[src/rtl/stopwatch_pkg.sv]
// rtl/stopwatch_pkg.sv - shared state encodings and constants for the stopwatch controller
package stopwatch_pkg;

    typedef enum logic [1:0] {
        ST_IDLE = 2'd0,
        ST_RUN  = 2'd1,
        ST_STOP = 2'd2,
        ST_LAP  = 2'd3
    } sw_state_t;

    localparam logic [3:0] BCD_MAX = 4'd9;

    // Last prescaler value before a hundredths tick; a ratio of 1 ticks every clock.
    function automatic int unsigned prescale_terminal(input int unsigned clk_hz,
                                                      input int unsigned tick_hz);
        return (clk_hz / tick_hz) - 1;
    endfunction

endpackage

[src/rtl/bcd_decade_counter.sv]
// rtl/bcd_decade_counter.sv - one 0..9 decade of the cascaded BCD time register
module bcd_decade_counter
    import stopwatch_pkg::*;
(
    input  logic       clk,
    input  logic       rst_n,
    input  logic       clr,
    input  logic       inc,
    output logic [3:0] digit,
    output logic       carry
);

    // Carry out when this decade wraps from 9 back to 0.
    assign carry = inc && (digit == BCD_MAX);

    // Decade register: clear wins over increment.
    always_ff @(posedge clk or negedge rst_n) begin
        if (!rst_n) begin
            digit <= 4'd0;
        end else if (clr) begin
            digit <= 4'd0;
        end else if (inc) begin
            digit <= carry ? 4'd0 : digit + 4'd1;
        end
    end

endmodule

[src/rtl/stopwatch_controller.sv]
// rtl/stopwatch_controller.sv - stopwatch FSM, prescaler and BCD time register (STOPWATCH_LAP_EN enables lap freeze)
module stopwatch_controller
    import stopwatch_pkg::*;
#(
    parameter int unsigned CLK_HZ           = 100_000_000,
    parameter int unsigned TICK_HZ          = 100,
    parameter int unsigned NUMBER_OF_DIGITS = 4
) (
    input  logic                          clk,
    input  logic                          rst_n,
    input  logic                          btn_start_stop,
    input  logic                          btn_lap,
    input  logic                          btn_clear,
    output logic [NUMBER_OF_DIGITS*4-1:0] number,
    output logic                          running,
    output logic                          lap_active,
    output logic                          overflow
);

    localparam int unsigned PRESC_TERM = prescale_terminal(CLK_HZ, TICK_HZ);
    localparam int unsigned PRESC_W    = (PRESC_TERM > 0) ? $clog2(PRESC_TERM + 1) : 1;
    localparam int unsigned NW         = NUMBER_OF_DIGITS * 4;

    sw_state_t                   state_q;
    sw_state_t                   state_d;
    logic [PRESC_W-1:0]          presc_q;
    logic                        counting;
    logic                        tick;
    logic                        clr_time;
    logic [NUMBER_OF_DIGITS-1:0] inc;
    logic [NUMBER_OF_DIGITS-1:0] carry;
    logic [NW-1:0]               time_cur;
    logic [NW-1:0]               time_next;

    assign counting = (state_q == ST_RUN) || (state_q == ST_LAP);
    assign tick     = counting && (presc_q == PRESC_W'(PRESC_TERM));

    // Prescaler: runs only while counting, holds in STOP so partial ticks survive.
    always_ff @(posedge clk or negedge rst_n) begin
        if (!rst_n) begin
            presc_q <= '0;
        end else if (clr_time) begin
            presc_q <= '0;
        end else if (counting) begin
            presc_q <= tick ? '0 : presc_q + PRESC_W'(1);
        end
    end

    // Increment enables and the value the time register takes at the next edge.
    always_comb begin
        logic lower_nines;
        inc         = '0;
        time_next   = time_cur;
        lower_nines = tick;
        for (int i = 0; i < NUMBER_OF_DIGITS; i++) begin
            inc[i]      = lower_nines;
            lower_nines = lower_nines && (time_cur[4*i +: 4] == BCD_MAX);
            if (clr_time) begin
                time_next[4*i +: 4] = 4'd0;
            end else if (inc[i]) begin
                time_next[4*i +: 4] = (time_cur[4*i +: 4] == BCD_MAX) ? 4'd0
                                                                      : time_cur[4*i +: 4] + 4'd1;
            end
        end
    end

    genvar k;
    generate
        for (k = 0; k < NUMBER_OF_DIGITS; k++) begin : g_digit
            bcd_decade_counter u_digit (
                .clk   (clk),
                .rst_n (rst_n),
                .clr   (clr_time),
                .inc   (inc[k]),
                .digit (time_cur[4*k +: 4]),
                .carry (carry[k])
            );
        end
    endgenerate

`ifdef STOPWATCH_LAP_EN
    logic          lap_capture;
    logic [NW-1:0] lap_q;
`else
    logic unused_btn_lap;
    assign unused_btn_lap = btn_lap;
`endif

    // State register.
    always_ff @(posedge clk or negedge rst_n) begin
        if (!rst_n) begin
            state_q <= ST_IDLE;
        end else begin
            state_q <= state_d;
        end
    end

    // Next state: clear beats start/stop beats lap; the losers of a cycle are dropped.
    always_comb begin
        state_d  = state_q;
        clr_time = 1'b0;
`ifdef STOPWATCH_LAP_EN
        lap_capture = 1'b0;
`endif
        case (state_q)
            ST_IDLE: begin
                if (btn_clear) begin
                    state_d = ST_IDLE;
                end else if (btn_start_stop) begin
                    state_d = ST_RUN;
                end
            end
            ST_RUN: begin
                if (btn_start_stop) begin
                    state_d = ST_STOP;
`ifdef STOPWATCH_LAP_EN
                end else if (btn_lap) begin
                    state_d     = ST_LAP;
                    lap_capture = 1'b1;
`endif
                end
            end
            ST_LAP: begin
`ifdef STOPWATCH_LAP_EN
                if (btn_start_stop) begin
                    state_d = ST_STOP;
                end else if (btn_lap) begin
                    state_d = ST_RUN;
                end
`else
                state_d = ST_IDLE;
`endif
            end
            ST_STOP: begin
                if (btn_clear) begin
                    state_d  = ST_IDLE;
                    clr_time = 1'b1;
                end else if (btn_start_stop) begin
                    state_d = ST_RUN;
                end
            end
            default: state_d = ST_IDLE;
        endcase
    end

    // Registered outputs, loaded with the post-edge view so they track the time register.
    always_ff @(posedge clk or negedge rst_n) begin
        if (!rst_n) begin
            number   <= '0;
            running  <= 1'b0;
            overflow <= 1'b0;
        end else begin
            running  <= (state_d == ST_RUN) || (state_d == ST_LAP);
            overflow <= clr_time ? 1'b0 : (overflow | (&carry));
`ifdef STOPWATCH_LAP_EN
            number   <= (state_d == ST_LAP) ? (lap_capture ? time_next : lap_q) : time_next;
`else
            number   <= time_next;
`endif
        end
    end

`ifdef STOPWATCH_LAP_EN
    // Lap latch and freeze flag; the latch takes the incremented time if a tick coincides.
    always_ff @(posedge clk or negedge rst_n) begin
        if (!rst_n) begin
            lap_q      <= '0;
            lap_active <= 1'b0;
        end else begin
            if (lap_capture) begin
                lap_q <= time_next;
            end
            lap_active <= (state_d == ST_LAP);
        end
    end
`else
    assign lap_active = 1'b0;
`endif

endmodule
[config.mk]
export PLATFORM = sky130hd
export DESIGN_NAME = stopwatch_controller
export DESIGN_NICKNAME = d
export VERILOG_FILES = /design/src/rtl/stopwatch_pkg.sv /design/src/rtl/bcd_decade_counter.sv /design/src/rtl/stopwatch_controller.sv
export SDC_FILE = /design/constraint.sdc
export NUM_CORES = 1
export LEC_CHECK = 0
export BUFFER_PORTS_ARGS = -buffer_cell sky130_fd_sc_hd__buf_2
export CAP_MARGIN = 30
export CORE_MARGIN = 8
export CORE_UTILIZATION = 50
export CTS_CLUSTER_DIAMETER = 30
export DETAILED_ROUTE_END_ITERATION = 8
export GPL_ROUTABILITY_DRIVEN = 0
export GPL_TIMING_DRIVEN = 0
export HOLD_SLACK_MARGIN = 0.15
export MAX_ROUTING_LAYER = met4
export PLACE_DENSITY_LB_ADDON = 0.2
export SLEW_MARGIN = 10
export SYNTH_ARGS = -nofsm -noshare
export SYNTH_HDL_FRONTEND = slang
export SYNTH_SLANG_ARGS = --single-unit
[constraint.sdc]
create_clock -name clk -period 4.5 [get_ports clk]
set_clock_uncertainty 0.2 [all_clocks]
set_input_delay 0.225 -clock clk [delete_from_list [all_inputs] [get_ports clk]]
set_output_delay 0.225 -clock clk [all_outputs]
set_load 0.02 [all_outputs]
==> results of run 1 <==
==> repair_timing <==
action,CTS,global route
gates resized for setup,0,0
hold endpoints to repair,59,0
hold buffers,3,0
==> critical path, cell delays in order, from the launching register on <==
cell	delay (ns)
dfrtp_1	0.41
ha_1	0.22
and4_1	0.18
buf_2	0.17
nand3_1	0.27
o21ai_2	0.50
clkbuf_1	0.38
nor2_1	0.09
==> area by class of cell <==
cell class,instances,area [um^2]
Fill cell,472,2300
Inverter,9,33.8
Sequential cell,56,1400
Clock inverter,1,30.0
Multi-Input combinational cell,201,1340
Clock buffer,7,96.3
Timing Repair Buffer,25,155
Tap cell,72,90.1
Buffer,13,65.1
==> flip-flops by register name, indices dropped and copies added, names as in the netlist <==
register               flops
g_digit.u_digit.digit     16
number                    16
overflow                   1
presc_q                   20
running                    1
state_q                    2
==> final timing paths <==
kind	endpoint	from
worst max-delay path	presc_q[12]	presc_q[0]
worst min-delay path	g_digit[3].u_digit.digit[2]	rst_n
worst max register to register	presc_q[12]	presc_q[0]
worst min register to register	overflow	overflow
max in group asynchronous	g_digit[2].u_digit.digit[1]	rst_n
min in group clk	overflow	overflow
==> cells by family after synthesis <==
family / count (synthesis) / share of synthesized area
simple gates: 107 / 0.238
compound gates: 71 / 0.151
flops: 56 / 0.494
buf+inv: 22 / 0.0348
xor+xnor: 11 / 0.0340
fa+ha+maj: 9 / 0.0397
mux: 2 / 0.00706
other cells: 1 / 0.00132
==> power by group through the flow <==
| stage | logic, mW | clock network (mW) | registers, mW |
|---|---|---|---|
| 5_1_grt | 0.274 | 0.386 | 0.646 |
| 4_1_cts | 0.242 | 0.365 | 0.635 |
| 2_1_floorplan | 0.126 | 0 | 0.669 |
| 3_5_place_dp | 0.239 | 0 | 0.645 |
| 6_report | 0.239 | 0.355 | 0.635 |
| 3_3_place_gp | 0.229 | 0 | 0.639 |
==> Yosys cell counts, drive strengths merged (5+ instances only) <==
master  count
buf         5
xnor2       5
o31ai      11
or4        10
inv         9
nand3      17
o21ai      14
nor2       18
and3b       5
nand4       9
ha          9
dfrtp      56
xor2        6
or3         5
and4        6
a21oi      33
clkbuf      8
and3        5
nand2      12
==> per-layer routing <==
layer	share of wire	routed length [um]
met1	0.46	2760
met2	0.48	2870
met3	0.039	231
met4	0.015	91
met5	0	0
==> stage by stage <==
stage	total power, mW	std cells	area [um^2]	util	worst slack (ns)
final	1.23	384	3210	0.583	1.94
after global routing	1.31	384	3210	0.583	1.68
after CTS	1.24	384	3210	0.583	1.89
after detailed placement	0.884	373	3050	0.554	1.94
after global placement	0.869	372	3030	0.551	1.88
after floorplan	0.795	279	2840	-	2.44
==> results.md, run 1 <==
- The run finished with clean final reports.
- The first-pass GRT wire length is 10,700 um.
- The mean routed wirelength per cell is 15.5 um.
- In this run, synthesis inferred 0 flip-flops with an integrated enable.
- On the final layout, the worst hold slack is 0.227 ns.
- The half-perimeter wire length of the detailed placement result is 4300 um.
- The buffer count from post-CTS setup fixing is 0.
- The dominant synthesized flop cell is dfrtp_1.
- For this run, global-route usage on met2 was measured as 0.245.
- The switching power share of the total is 0.295.
- In the layout the commonest cells are 56 x dfrtp_1, 32 x a21oi_1, 24 x buf_2, 18 x nor2_1, 17 x nand3_1.
- The floorplan step defined a die boundary enclosing about 8300 um^2.
- The count of warnings emitted by yosys is 0.
- The share of total power dissipated in sequential elements is 0.517.
- TritonCTS built the clock tree.
- The number of buffers created by CTS is 5.
- Clock tree synthesis selected as its root buffer the cell clkbuf_8.
- The internal power summed over all cells is 0.867 mW.
- During placement, the flow inserted port buffers numbering 21.
- The placeable core region is around 5500 um^2.
- The max-slew violation count is 0.
- The combinational group share of total power is 0.194.
- The initial antenna violation count is 0.
- Counting I/O delays and the setup requirement, the final critical path takes 2.56 ns.
- Each instance of the synthesized netlist takes up on average 10.2 um^2.
- The layer flagged by global routing as most heavily used is met2.
- The clock slew seen by the registers of the worst setup and hold paths is about 0.10 ns.
- The routing usage on met1 is 0.193.
- The tool flagged a number of max-cap violations equal to 0.
- Summed over all cells, the static leakage comes to 1.46 nW.
- For the worst flop-to-flop path, the logic depth is 7.
- Power spread over the standard cell area amounts to between 300 and 400 nW/um^2.
- Data arrives at the worst endpoint at 2.54 ns.
- The type of the setup path with the least slack is flip-flop to flip-flop.
- Measured along the y axis, the die boundary spans 91.3 um.
- The number of nets in the synthesized netlist is between 200 and 300.
- The maximum resistive drop on vdd is 209 uV.
- The clock share of power is 0.289.
- 0 antenna diodes ended up in the layout.
- Synthesis handed over a netlist of 279 instances.
- The vias per cell is 5.89.
- Of the post-synthesis cell area, the dominant cell type holds 0.494.
- Of the synthesized area, sequential elements account for 0.494.
- In this run, the number of DRC markers left after iteration 0 of detailed routing was 82.
- In the synthesized netlist the async set-or-reset flop fraction comes to 1.00.
- Pin placement for this block handled 24 I/O pins.
- The data required time at the worst endpoint is around 4.5 ns.
- The final hold violation count is 0.
- Across every metal layer, demand over resource in global routing totals 0.156.
- The initialized floorplan defines 27 standard-cell rows.
- In the final layout, the share of cells above drive strength 1 is 0.144.
- The initial utilization of the core area, before any placement, comes to 0.515.
- Setup violations remaining at the end of the flow were counted as 0.
- The remaining design rule violation count is 0.
- From synthesis to final layout, the design area changed by 13.1%.
- The number of global-route vias before repair came to 2,227.
- The routed layout has 2,261 vias.
- The combined area of all synthesized cells is roughly 2800 um^2.
- The actual transition at the worst max-transition pin is 0.552 ns.
- In the final design database the tool counted 325 nets.
- Headroom to the max-slew limit came out at 0.632.
- The net switching power is 0.362 mW.
- After synthesis the netlist holds a flip-flop and latch count of 56.
- After global routing the overflow that remains totals 0.
- The post-synthesis cell type with the largest combined area is dfrtp_1.
- Along the worst path, the maximum fanout reaches 10.
- The clock net sink count is 56.
- The remaining antenna violation count after routing is 0.
- The met3 track demand over resource in global routing is 0.0370.
- The most common library cell in the layout ignoring fill and taps is dfrtp_1.
- The clock latency of the later-clocked register in the worst-skew pair is a little over 0.3 ns.
- The path class of the tightest hold or removal check is input port to asynchronous set/reset pin.
- STA classifies the critical path startpoint as a flip-flop.
- The timing-limited maximum frequency is a little under 0.4 GHz.
- The routed design has around 6000 um of wire.
- Across all register-to-register paths, the minimum setup slack is 1.94 ns.
- The pin count of the biggest net entering global routing is 34.
- After routing, the total negative slack on setup checks comes to 0 ns.
- Setup repair after global routing left no endpoint under its margin.
- After synthesis, the cell types taking the most area are dfrtp_1 49%, a21oi_1 5.6%, ha_1 4.0%, nand3_1 3.0%, o31ai_1 2.9%.
- The die boundary width is 91.3 um.
- The level count of the clock H-tree is 2.
- Before antenna repair, the detailed router went through 4 iterations.
- The type of destination of the critical path is a flip-flop.
- Of the available clock period, the critical path in the final layout requires 0.569.
- In this run, distinct cell masters in the synthesized netlist total 48.
- The maximum clock insertion buffer count is 2.
(Power assumes the default switching activity.)
==> run 2, diff against run 1 <==
==> constraint.sdc (replaced) <==
create_clock -name clk -period 2.5 [get_ports clk]
set_clock_uncertainty 0.2 [all_clocks]
set_input_delay 0.125 -clock clk [delete_from_list [all_inputs] [get_ports clk]]
set_output_delay 0.125 -clock clk [all_outputs]
set_load 0.02 [all_outputs]
==> results.md, run 2 (synthesis results as in run 1) <==
- The flow ran to the end, and the final reports show no timing, DRC or antenna violations.
- The critical path goes through ha_1 > and3b_1 > clkbuf_2 > nand4_2 > buf_6 > or4_1 > a21oi_1.
- The clock reaches the later pin of the worst-skew pair after ~0.31 ns.
- The actual transition at the worst max-transition pin is around 0.66 ns.
- The remaining design rule violation count is 0.
- The height of the chip is 91.3 um.
- The end of the worst register-to-register path is number[8].
- The count of buffers added on input and output ports is 21.
- Compared with the post-synthesis result, the final layout area differs by 14.6%.
- The standard cell with the maximum stage delay on the critical path is or4_1.
- The worst setup path is captured at a flip-flop.
- The placeable core region is 5510 um^2.
- The level count of the clock H-tree is 2.
- Clock-pin slew was measured on the worst setup and hold paths at 0.10 ns.
- For hold timing, the worst endpoint is overflow.
- In the final layout, the registers with the most flip-flops are presc_q x20, g_digit.u_digit.digit x16, number x16.
- The buffer cell driving the clock tree root is clkbuf_8.
- The top cell types in the final layout, fill and taps aside, are 56 x dfrtp_1, 32 x a21oi_1, 24 x buf_2, 18 x nor2_1, 16 x nand3_1.
- For this design, the sink count on the clock tree is 56.
- The switching power share of the total is 0.297.
- The max-slew violation count came to 0.
- Counting buffers and inverters, the worst setup path is 7 cells deep.
- The half-perimeter wire length of the detailed placement result is about 4300 um.
- The placement-stage cell area is 3050 um^2.
- The final hold violation count is 0.
- The total number of placement rows is 27.
- Setup violations remaining at the end of the flow were counted as 0.
- For this block, the via count after detailed routing is 2,279.
- The clock share of power is 0.290.
- The worst hold path startpoint is overflow.
- The number of diodes added for antenna fixing is 0.
- The register with the most flip-flops in the layout has 20 of them.
- The final-stage net count is 326.
- Tracing the worst setup path back leads to its startpoint at g_digit[0].u_digit.digit[0].
- In this run the horizontal extent of the chip is 91.3 um.
- Setup repair after global routing left no endpoint under its margin.
- The pin count of the biggest net entering global routing is 34.
- The data required time at the worst endpoint is 2.52 ns.
- In the global route stage, overall resource usage came out at 0.159.
- The number of iterations in the first detailed-routing pass is 4.
- The floorplan step defined a die boundary enclosing 8340 um^2.
- The critical path launch point type is a flip-flop.
- The number of inserted filler cells in the final layout is 475.
- The number of global-route vias before repair is 2,261.
- Of the cells placed in the final design, the portion with a size suffix greater than 1 is 0.153.
- The sequential cell area in the final layout is 1400 um^2.
- The combinational group share of total power is 0.196.
- The worst reg2reg path startpoint is g_digit[0].u_digit.digit[0].
- The worst hold path passes through 2 cells.
- Max-cap violations in this run came to 0.
- The timing-limited maximum frequency is 0.427 GHz.
- The minimum period implied by the final worst setup slack is 2.34 ns.
- The number of top-level design ports is 24.
- On the critical path the largest part of the delay comes from simple AND/OR/NAND/NOR gates.
- Of all nets on the critical path, the largest fanout is 10.
- In this run, CTS created clock tree buffers numbering 5.
- The clock passes through at most 2 buffers.
- The first-pass GRT wire length is around 11,000 um.
- In this design, the stage delay of the slowest critical-path cell is 0.49 ns.
- In this run the worst hold path is classified as flip-flop to flip-flop.
- The DRC marker count from the first detailed-route iteration is 101.
- Cell internal power was estimated by the tool at 1.56 mW.
- The critical path in this run is classified as flip-flop to flip-flop.
- The analysis attributes to net switching a power of approximately 0.66 mW.
- Leaving out fill and tap cells, the most frequent cell in the layout is dfrtp_1.
- The TritonCTS clock tree is built.
- The remaining antenna violation count after routing is 0.
- Summed over all cells, the static leakage comes to around 1.5 nW.
- The buffer count from post-CTS setup fixing is 0.
- presc_q holds more flip-flops than any other register.
- In the routed layout, each cell is associated on average with a via count of 5.92.
- The setup check on the worst reg-to-reg path leaves a slack of 0.16 ns.
- The final cell area excluding filler cells is between 3000 and 4000 um^2.
- Dividing total power by cell area gives a power density of 685 nW/um^2.
- Together, buffers and inverters on the worst path number 2.
- The initial cell density of the core is 0.515.
- The design draws 2.23 mW.
- The final clock period utilization by the worst path is 0.937.
- The maximum resistive drop on vdd is 376 uV.
- The share of total power dissipated in sequential elements is 0.514.
- The data arrival time of the critical path is 2.37 ns.
- Counting cells, the worst reg-to-reg path comes to 7.
- The mean routed wirelength per cell is 15.8 um.
- The remaining global-route overflow is 0.
- The initial antenna violation count is 0.
- Wires add up to 6080 um.
- Headroom to the max-slew limit came out at 0.557.
- Summing all multi-input logic gate instances after layout gives 1350 um^2.
## run 2: what timing repair did
item | in CTS | in global routing
hold endpoints to repair | 60 | 0
hold buffers | 6 | 0
resized for setup | 2 | 3
setup endpoints to repair | 12 | 20
## run 2: layout make-up
cell class / count / area share
Sequential cell: 56 / 0.431
Multi-Input combinational cell: 201 / 0.417
Timing Repair Buffer: 28 / 0.0570
Clock buffer: 7 / 0.0296
Tap cell: 72 / 0.0277
Buffer: 11 / 0.0181
Inverter: 9 / 0.0104
Clock inverter: 1 / 0.00924
## run 2: power by group through the flow
stage | Sequential [mW] | Combinational (mW) | Clock, mW
finish | 1.14 | 0.437 | 0.645
global route | 1.16 | 0.500 | 0.695
CTS | 1.14 | 0.442 | 0.656
detailed placement | 1.16 | 0.429 | 0
global placement | 1.15 | 0.413 | 0
floorplan | 1.20 | 0.228 | 0
## run 2: how the worst max path moves through the flow
stage	endpoint	slack, ns
final	number[8]	0.16
after global routing	number[1]	0.003
after CTS	number[11]	0.006
after detailed placement	presc_q[3]	-0.06
after global placement	presc_q[4]	-0.12
after floorplan	presc_q[10]	0.44
## run 2: routing by layer
| metal | track usage | share of wire |
|---|---|---|
| met1 | 0.194 | 0.47 |
| met2 | 0.251 | 0.48 |
| met3 | 0.0370 | 0.032 |
| met4 | 0.0573 | 0.015 |
| met5 | - | 0 |
## run 2: worst register-to-register path, stage by stage, from the launching register on
cell and delay [ns]:
dfrtp_1 0.47, ha_1 0.22, and3b_1 0.16, clkbuf_2 0.20, nand4_2 0.14, buf_6 0.17
or4_1 0.49, a21oi_1 0.22
## run 2: metrics by stage
step | cells | hold WS (ns) | utilization | worst slack [ns] | setup TNS [ns]
3_5_place_dp | 373 | -0.0506 | 0.554 | -0.0613 | -0.556
2_1_floorplan | 279 | -0.371 | - | 0.438 | 0
6_report | 385 | 0.320 | 0.590 | 0.157 | 0
5_1_grt | 385 | 0.362 | 0.590 | 0.00315 | 0
4_1_cts | 386 | 0.324 | 0.590 | 0.00573 | 0
3_3_place_gp | 372 | 0.206 | 0.551 | -0.122 | -1.20
